### src/rtl/alu.sv
// Single-cycle registered ALU: AND/OR/ADD/SUB/SLT/NOR with zero and signed-overflow flags.
// Results appear one clock after in_valid; with in_valid low the outputs hold and out_valid drops.
module alu #(
    parameter int WIDTH = 32
) (
    input  logic             clk,
    input  logic             rst,
    input  logic [3:0]       aluOp,
    input  logic [WIDTH-1:0] data1,
    input  logic [WIDTH-1:0] data2,
    input  logic             in_valid,
    output logic [WIDTH-1:0] result,
    output logic             zero,
    output logic             overflow,
    output logic             out_valid
);

    localparam logic [3:0] OP_AND = 4'b0000;
    localparam logic [3:0] OP_OR  = 4'b0001;
    localparam logic [3:0] OP_ADD = 4'b0010;
    localparam logic [3:0] OP_SUB = 4'b0110;
    localparam logic [3:0] OP_SLT = 4'b0111;
    localparam logic [3:0] OP_NOR = 4'b1100;

    // Operands share a sign; the sum's sign flipped away from it.
    function automatic logic add_overflow(input logic [WIDTH-1:0] a,
                                          input logic [WIDTH-1:0] b,
                                          input logic [WIDTH-1:0] s);
        return (a[WIDTH-1] == b[WIDTH-1]) && (s[WIDTH-1] != a[WIDTH-1]);
    endfunction

    // Operands differ in sign; the difference's sign flipped away from A.
    function automatic logic sub_overflow(input logic [WIDTH-1:0] a,
                                          input logic [WIDTH-1:0] b,
                                          input logic [WIDTH-1:0] d);
        return (a[WIDTH-1] != b[WIDTH-1]) && (d[WIDTH-1] != a[WIDTH-1]);
    endfunction

    logic [WIDTH-1:0] sum_s;
    logic [WIDTH-1:0] diff_s;
    logic             less_s;
    logic [WIDTH-1:0] result_s;
    logic             overflow_s;
    logic             zero_s;

    logic [WIDTH-1:0] result_r;
    logic             zero_r;
    logic             overflow_r;
    logic             out_valid_r;

    assign sum_s  = data1 + data2;
    assign diff_s = data1 - data2;
    // A true signed compare keeps SLT correct even when A-B overflows.
    assign less_s = ($signed(data1) < $signed(data2));

    // Operation select and overflow flag.
    always_comb begin
        result_s   = {WIDTH{1'b0}};
        overflow_s = 1'b0;
        case (aluOp)
            OP_AND: result_s = data1 & data2;
            OP_OR:  result_s = data1 | data2;
            OP_ADD: begin
                result_s   = sum_s;
                overflow_s = add_overflow(data1, data2, sum_s);
            end
            OP_SUB: begin
                result_s   = diff_s;
                overflow_s = sub_overflow(data1, data2, diff_s);
            end
            OP_SLT: result_s = {{(WIDTH-1){1'b0}}, less_s};
            OP_NOR: result_s = ~(data1 | data2);
            default: begin
                result_s   = {WIDTH{1'b0}};
                overflow_s = 1'b0;
            end
        endcase
    end

    assign zero_s = (result_s == {WIDTH{1'b0}});

    // Output registers: reset wins, valid loads, otherwise hold data and drop valid.
    always_ff @(posedge clk) begin
        if (rst) begin
            result_r    <= {WIDTH{1'b0}};
            zero_r      <= 1'b1;
            overflow_r  <= 1'b0;
            out_valid_r <= 1'b0;
        end else if (in_valid) begin
            result_r    <= result_s;
            zero_r      <= zero_s;
            overflow_r  <= overflow_s;
            out_valid_r <= 1'b1;
        end else begin
            out_valid_r <= 1'b0;
        end
    end

    assign result    = result_r;
    assign zero      = zero_r;
    assign overflow  = overflow_r;
    assign out_valid = out_valid_r;

endmodule

### config.mk
export PLATFORM = sky130hd
export DESIGN_NAME = alu
export DESIGN_NICKNAME = d
export VERILOG_FILES = /design/src/rtl/alu.sv
export SDC_FILE = /design/constraint.sdc
export NUM_CORES = 1
export LEC_CHECK = 0
export CAP_MARGIN = 10
export CORE_UTILIZATION = 45
export DETAILED_ROUTE_END_ITERATION = 10
export PLACE_DENSITY = 0.69
export SYNTH_ARGS = -nofsm -noshare
export SYNTH_HDL_FRONTEND = slang
export SYNTH_SLANG_ARGS = --single-unit
### constraint.sdc
create_clock -name clk -period 5.9 [get_ports clk]
set_clock_uncertainty 0.15 [all_clocks]
set_input_delay 1.77 -clock clk [delete_from_list [all_inputs] [get_ports clk]]
set_output_delay 1.77 -clock clk [all_outputs]
set_load 0.005 [all_outputs]
==> impl_summary.md <==
Run status
The flow ran to the end, and the final reports show no timing, DRC or antenna violations.

STA
The number of pins with negative max-slew slack in the final report came to 0. For the pin with the worst max-slew slack, the measured transition is between 0.8 and 0.9 ns. The final worst slack is 0.2385 ns.

Setup violations remaining at the end of the flow were counted as 0. The number of failing hold endpoints at the final stage was 0. Setup repair after global routing left no endpoint under its margin. The final cycle utilization of the critical path is a little over nine tenths. For this run, the top clock speed supported by timing is 176.6 MHz.

In the final timing run, aggregate negative setup slack is 0 ns. In this run the tightest slew margin relative to its limit is 40.94%. The shortest period the worst path allows is between 5 and 6 ns.

Floorplan
The die covers around 0.015 mm². The count of pins on the block boundary is ~110. After floorplanning, the core was sized to cover 0.01448 mm². The floorplan has 44 rows.

The die height is between 100 and 150 µm. The floorplan step set the die width to about 120 µm. The initial core utilization is a little under half.

Setup path
The setup path with the least slack is of type input pin to flop. The most frequent cell on the critical path is sky130_fd_sc_hd__a211o_1. STA puts the critical path data arrival time at 5.74 ns.

The slowest stage of the critical path is the sky130_fd_sc_hd__or4_1 cell. STA puts the critical path data required time at between 5 and 6 ns. The type of element launching the critical path is an input pin.

The total buffers and inverters traversed by the critical path is 3. The critical path goes through clkdlybuf4s50_1 > inv_1 > ha_1 > fa_1 > nor3_4 > o31ai_2 > a2111oi_4 > o31ai_1 > nor3b_1 > or2_1 > buf_4 > a211o_1 > a21oi_2 > nand4_1 > or4_1 > nor2_1 > a211o_1. The endpoint kind of the worst setup timing path is a flop. The largest stage delay on the critical path is 0.52 ns. The cell family contributing the most delay on the critical path is simple AND/OR/NAND/NOR gates. In this run the worst path has a maximum fanout of 3.

Synthesis
The post-synthesis cell type count is 83. Yosys attributes the largest share of cell area to sky130_fd_sc_hd__ha_1, sky130_fd_sc_hd__dfxtp_1, sky130_fd_sc_hd__nor2_1. The number of synthesized flops with an enable pin is 0.

The commonest cells after synthesis are sky130_fd_sc_hd__nor2_1, sky130_fd_sc_hd__ha_1, sky130_fd_sc_hd__inv_1, sky130_fd_sc_hd__a21oi_1, sky130_fd_sc_hd__nand2_1. The post-synth design cell area is roughly 0.0067 mm². Synthesis produced a netlist whose cell count is 937. Summing the sequential cell areas from Yosys gives between 10% and 20% of the chip area. For this run, the leading register cell type out of synthesis is sky130_fd_sc_hd__dfxtp_1. The cell taking the most area after synthesis is sky130_fd_sc_hd__ha_1. Synthesis inferred 35 register bits. The post-synthesis average cell area is 7.100 µm².

The number of nets handed over by synthesis was between 1000 and 1500. The async set-reset flop share out of synthesis is 0%. The most common cell in the synthesized netlist is sky130_fd_sc_hd__nor2_1.

The count of warnings emitted by yosys is 0. The area share of the largest cell type after synthesis is between 10% and 20%.

GRT
Global routing finished with a remaining overflow of 0. The total global routing track utilization is a little under a third. The number of antenna violations at the first check in global routing is 0. Entering global routing, the biggest net connects 53 pins.

The wire length of the first global-routing pass is about 36000 µm. The number of global-route vias before repair is 6833.

Final layout
Summing all non-filler instances in the final layout gives an area of roughly 0.0085 mm². In the final layout, the share of cells above drive strength 1 is approximately an eighth. The multi-input combinational cells in the finished layout cover a total of about 0.0053 mm².

In the final design database the tool counted 1254 nets. The number of fillers in the final layout is between 1000 and 1500. The area taken by flip-flops and latches is approximately 700 µm². The final antenna diode count is 0.

From synthesis to final layout, the design area changed by 27.63%.

Placement
During placement, the flow inserted port buffers numbering around 110. OpenSTA, run right after detailed placement, puts the worst setup slack at -0.03686 ns. The HPWL after detailed placement is roughly 19000 µm. Routability-driven placement finished with a final weighted congestion of a little under 1. In this run the cell area measured after placement is approximately 0.0083 mm².

Clock tree
The deepest level of the CTS H-tree is 2. The total clock buffers created by CTS is 5. The tree built by TritonCTS fans out to 35 sinks.

Clock-pin slew was measured on the worst setup and hold paths at 0.06 ns. The number of buffers between clock root and the deepest sink is 2. The clock latency at the later pin of the worst-skew pair is 0.28 ns. The clock tree from TritonCTS is built. The cell sitting at the root of the clock tree is a sky130_fd_sc_hd__clkbuf_16. Buffers added to address setup during post-CTS repair amount to 0.

Routing
The count of nets left with antenna violations once routing finished came out at 0. The total length of routed wires is 23310 µm. The post-detailed-route DRC marker count is 0. The first-iteration detailed-routing DRC count is slightly above 900. The detailed router placed between 7000 and 8000 vias in this run.

The average detailed-routed wire length per instance is 18.44 µm. Dividing the detail-routed via count by the number of cells gives 6.180. The first detailed-routing pass ran for 5 iterations.

Pwr
Net switching is between 40% and 50% of the power. Power spread over the standard cell area amounts to 144.6 mW/mm². The part of the total power dissipated in sequential elements is between 20% and 30%. For this design the total switching power over the nets is 500.4 µW.

The internal portion of the total power is between 700 and 800 µW. VDD sags by at most 0.1091 mV. Per report_power, the clock group accounts for between 20% and 30% of the total. The total leakage power is roughly 0.0038 µW.

The share of power burned in combinational logic is approximately 58%.

Worst hold path
The min-delay analysis places its worst path in the category flop to flop.

Job
The tool flagged a number of max-cap violations equal to 0.
-- power by group through the flow --
stage / Combinational [µW] / Clock, µW / Sequential [µW]
3_5_place_dp: 689 / 0 / 270
4_1_cts: 693 / 255 / 265
5_1_grt: 772 / 267 / 268
3_3_place_gp: 687 / 0 / 270
2_1_floorplan: 403 / 0 / 270
6_report: 710 / 252 / 265
-- registers in the layout (all words and copies together), names as in the netlist --
| signal | count |
|---|---|
| result | 32 |
| overflow | 1 |
| zero | 1 |
| out_valid | 1 |
-- logic make-up after synthesis --
group | share of synthesized area [%]
compound gates | 38.42
xor+xnor | 0.6582
fa+ha+maj | 19.79
buf+inv | 9.573
flops | 10.53
mux | 0.9028
simple gates | 20.12
-- per-stage QoR --
step	hold slack, ns	std cells	total power [µW]	utilization (%)
after CTS	0.3209	1264	1213	58.60
after global routing	0.3356	1264	1306	58.64
after detailed placement	0.3122	1256	959.0	57.65
final	0.3217	1264	1228	58.64
after global placement	0.3040	1256	957.2	57.65
after floorplan	0.3118	937	673.3	-
-- layout by cell type, fill, tap and decap left out, types with 11 or more instances in the layout --
cell	synthesis	layout
sky130_fd_sc_hd__a211oi_1	31	31
sky130_fd_sc_hd__nand2_1	51	51
sky130_fd_sc_hd__inv_1	100	100
sky130_fd_sc_hd__o211ai_1	11	11
sky130_fd_sc_hd__a21oi_1	71	71
sky130_fd_sc_hd__nand4_1	12	12
sky130_fd_sc_hd__nand3_1	16	16
sky130_fd_sc_hd__nor2_1	109	109
sky130_fd_sc_hd__o21bai_1	11	11
sky130_fd_sc_hd__a221o_1	19	19
sky130_fd_sc_hd__dfxtp_1	35	35
sky130_fd_sc_hd__a21o_1	18	18
sky130_fd_sc_hd__nor3_1	24	24
sky130_fd_sc_hd__a221oi_1	21	21
sky130_fd_sc_hd__clkdlybuf4s50_1	0	104
sky130_fd_sc_hd__ha_1	102	102
sky130_fd_sc_hd__a31oi_1	12	12
sky130_fd_sc_hd__buf_4	1	87
sky130_fd_sc_hd__o21ai_0	47	47
-- worst min-delay path, stage by stage, from the launching register on --
cell                      delay (ns)
sky130_fd_sc_hd__dfxtp_1        0.31
sky130_fd_sc_hd__nand2_1        0.06
sky130_fd_sc_hd__a21oi_1        0.05
-- per-layer routing --
metal | part of all wire (%) | global-route usage, % | routed length [µm] | up-vias
met5 | 0 | 0 | 0 | -
li1 | - | - | - | 3734
met1 | 46 | 44.56 | 10780 | 3590
met2 | 42 | 45.97 | 9743 | 452
met3 | 9.8 | 4.670 | 2290 | 35
met4 | 2.1 | 8.886 | 497 | 0
-- repair_timing --
item                                    in CTS  in global routing
hold buffers                                 0                  0
resized for setup                            0                  2
endpoints found under the setup margin       0                  1
-- layout make-up --
| cell class | count | share of cell area (%) |
|---|---|---|
| inverters | 100 | 4.421 |
| flip-flops and latches | 35 | 8.252 |
| repair buffers | 193 | 20.25 |
| well taps | 184 | 2.711 |
| multi-input cells | 744 | 62.75 |
| clock buffers | 7 | 1.562 |
| clock inverters | 1 | 0.05894 |
-- path summary, 6_finish.rpt --
| path | cells after the start | endpoint | startpoint | slack, ns |
|---|---|---|---|---|
| hold reg to reg | 2 | result[15]$_SDFFE_PP0P_ | result[15]$_SDFFE_PP0P_ | 0.32 |
| setup / recovery | 17 | zero$_SDFFE_PP1P_ | data1[0] | 0.24 |
| setup reg to reg | 2 | result[11]$_SDFFE_PP0P_ | result[11]$_SDFFE_PP0P_ | 4.95 |
| hold / removal | 2 | result[15]$_SDFFE_PP0P_ | result[15]$_SDFFE_PP0P_ | 0.32 |
(Power assumes the default switching activity.)
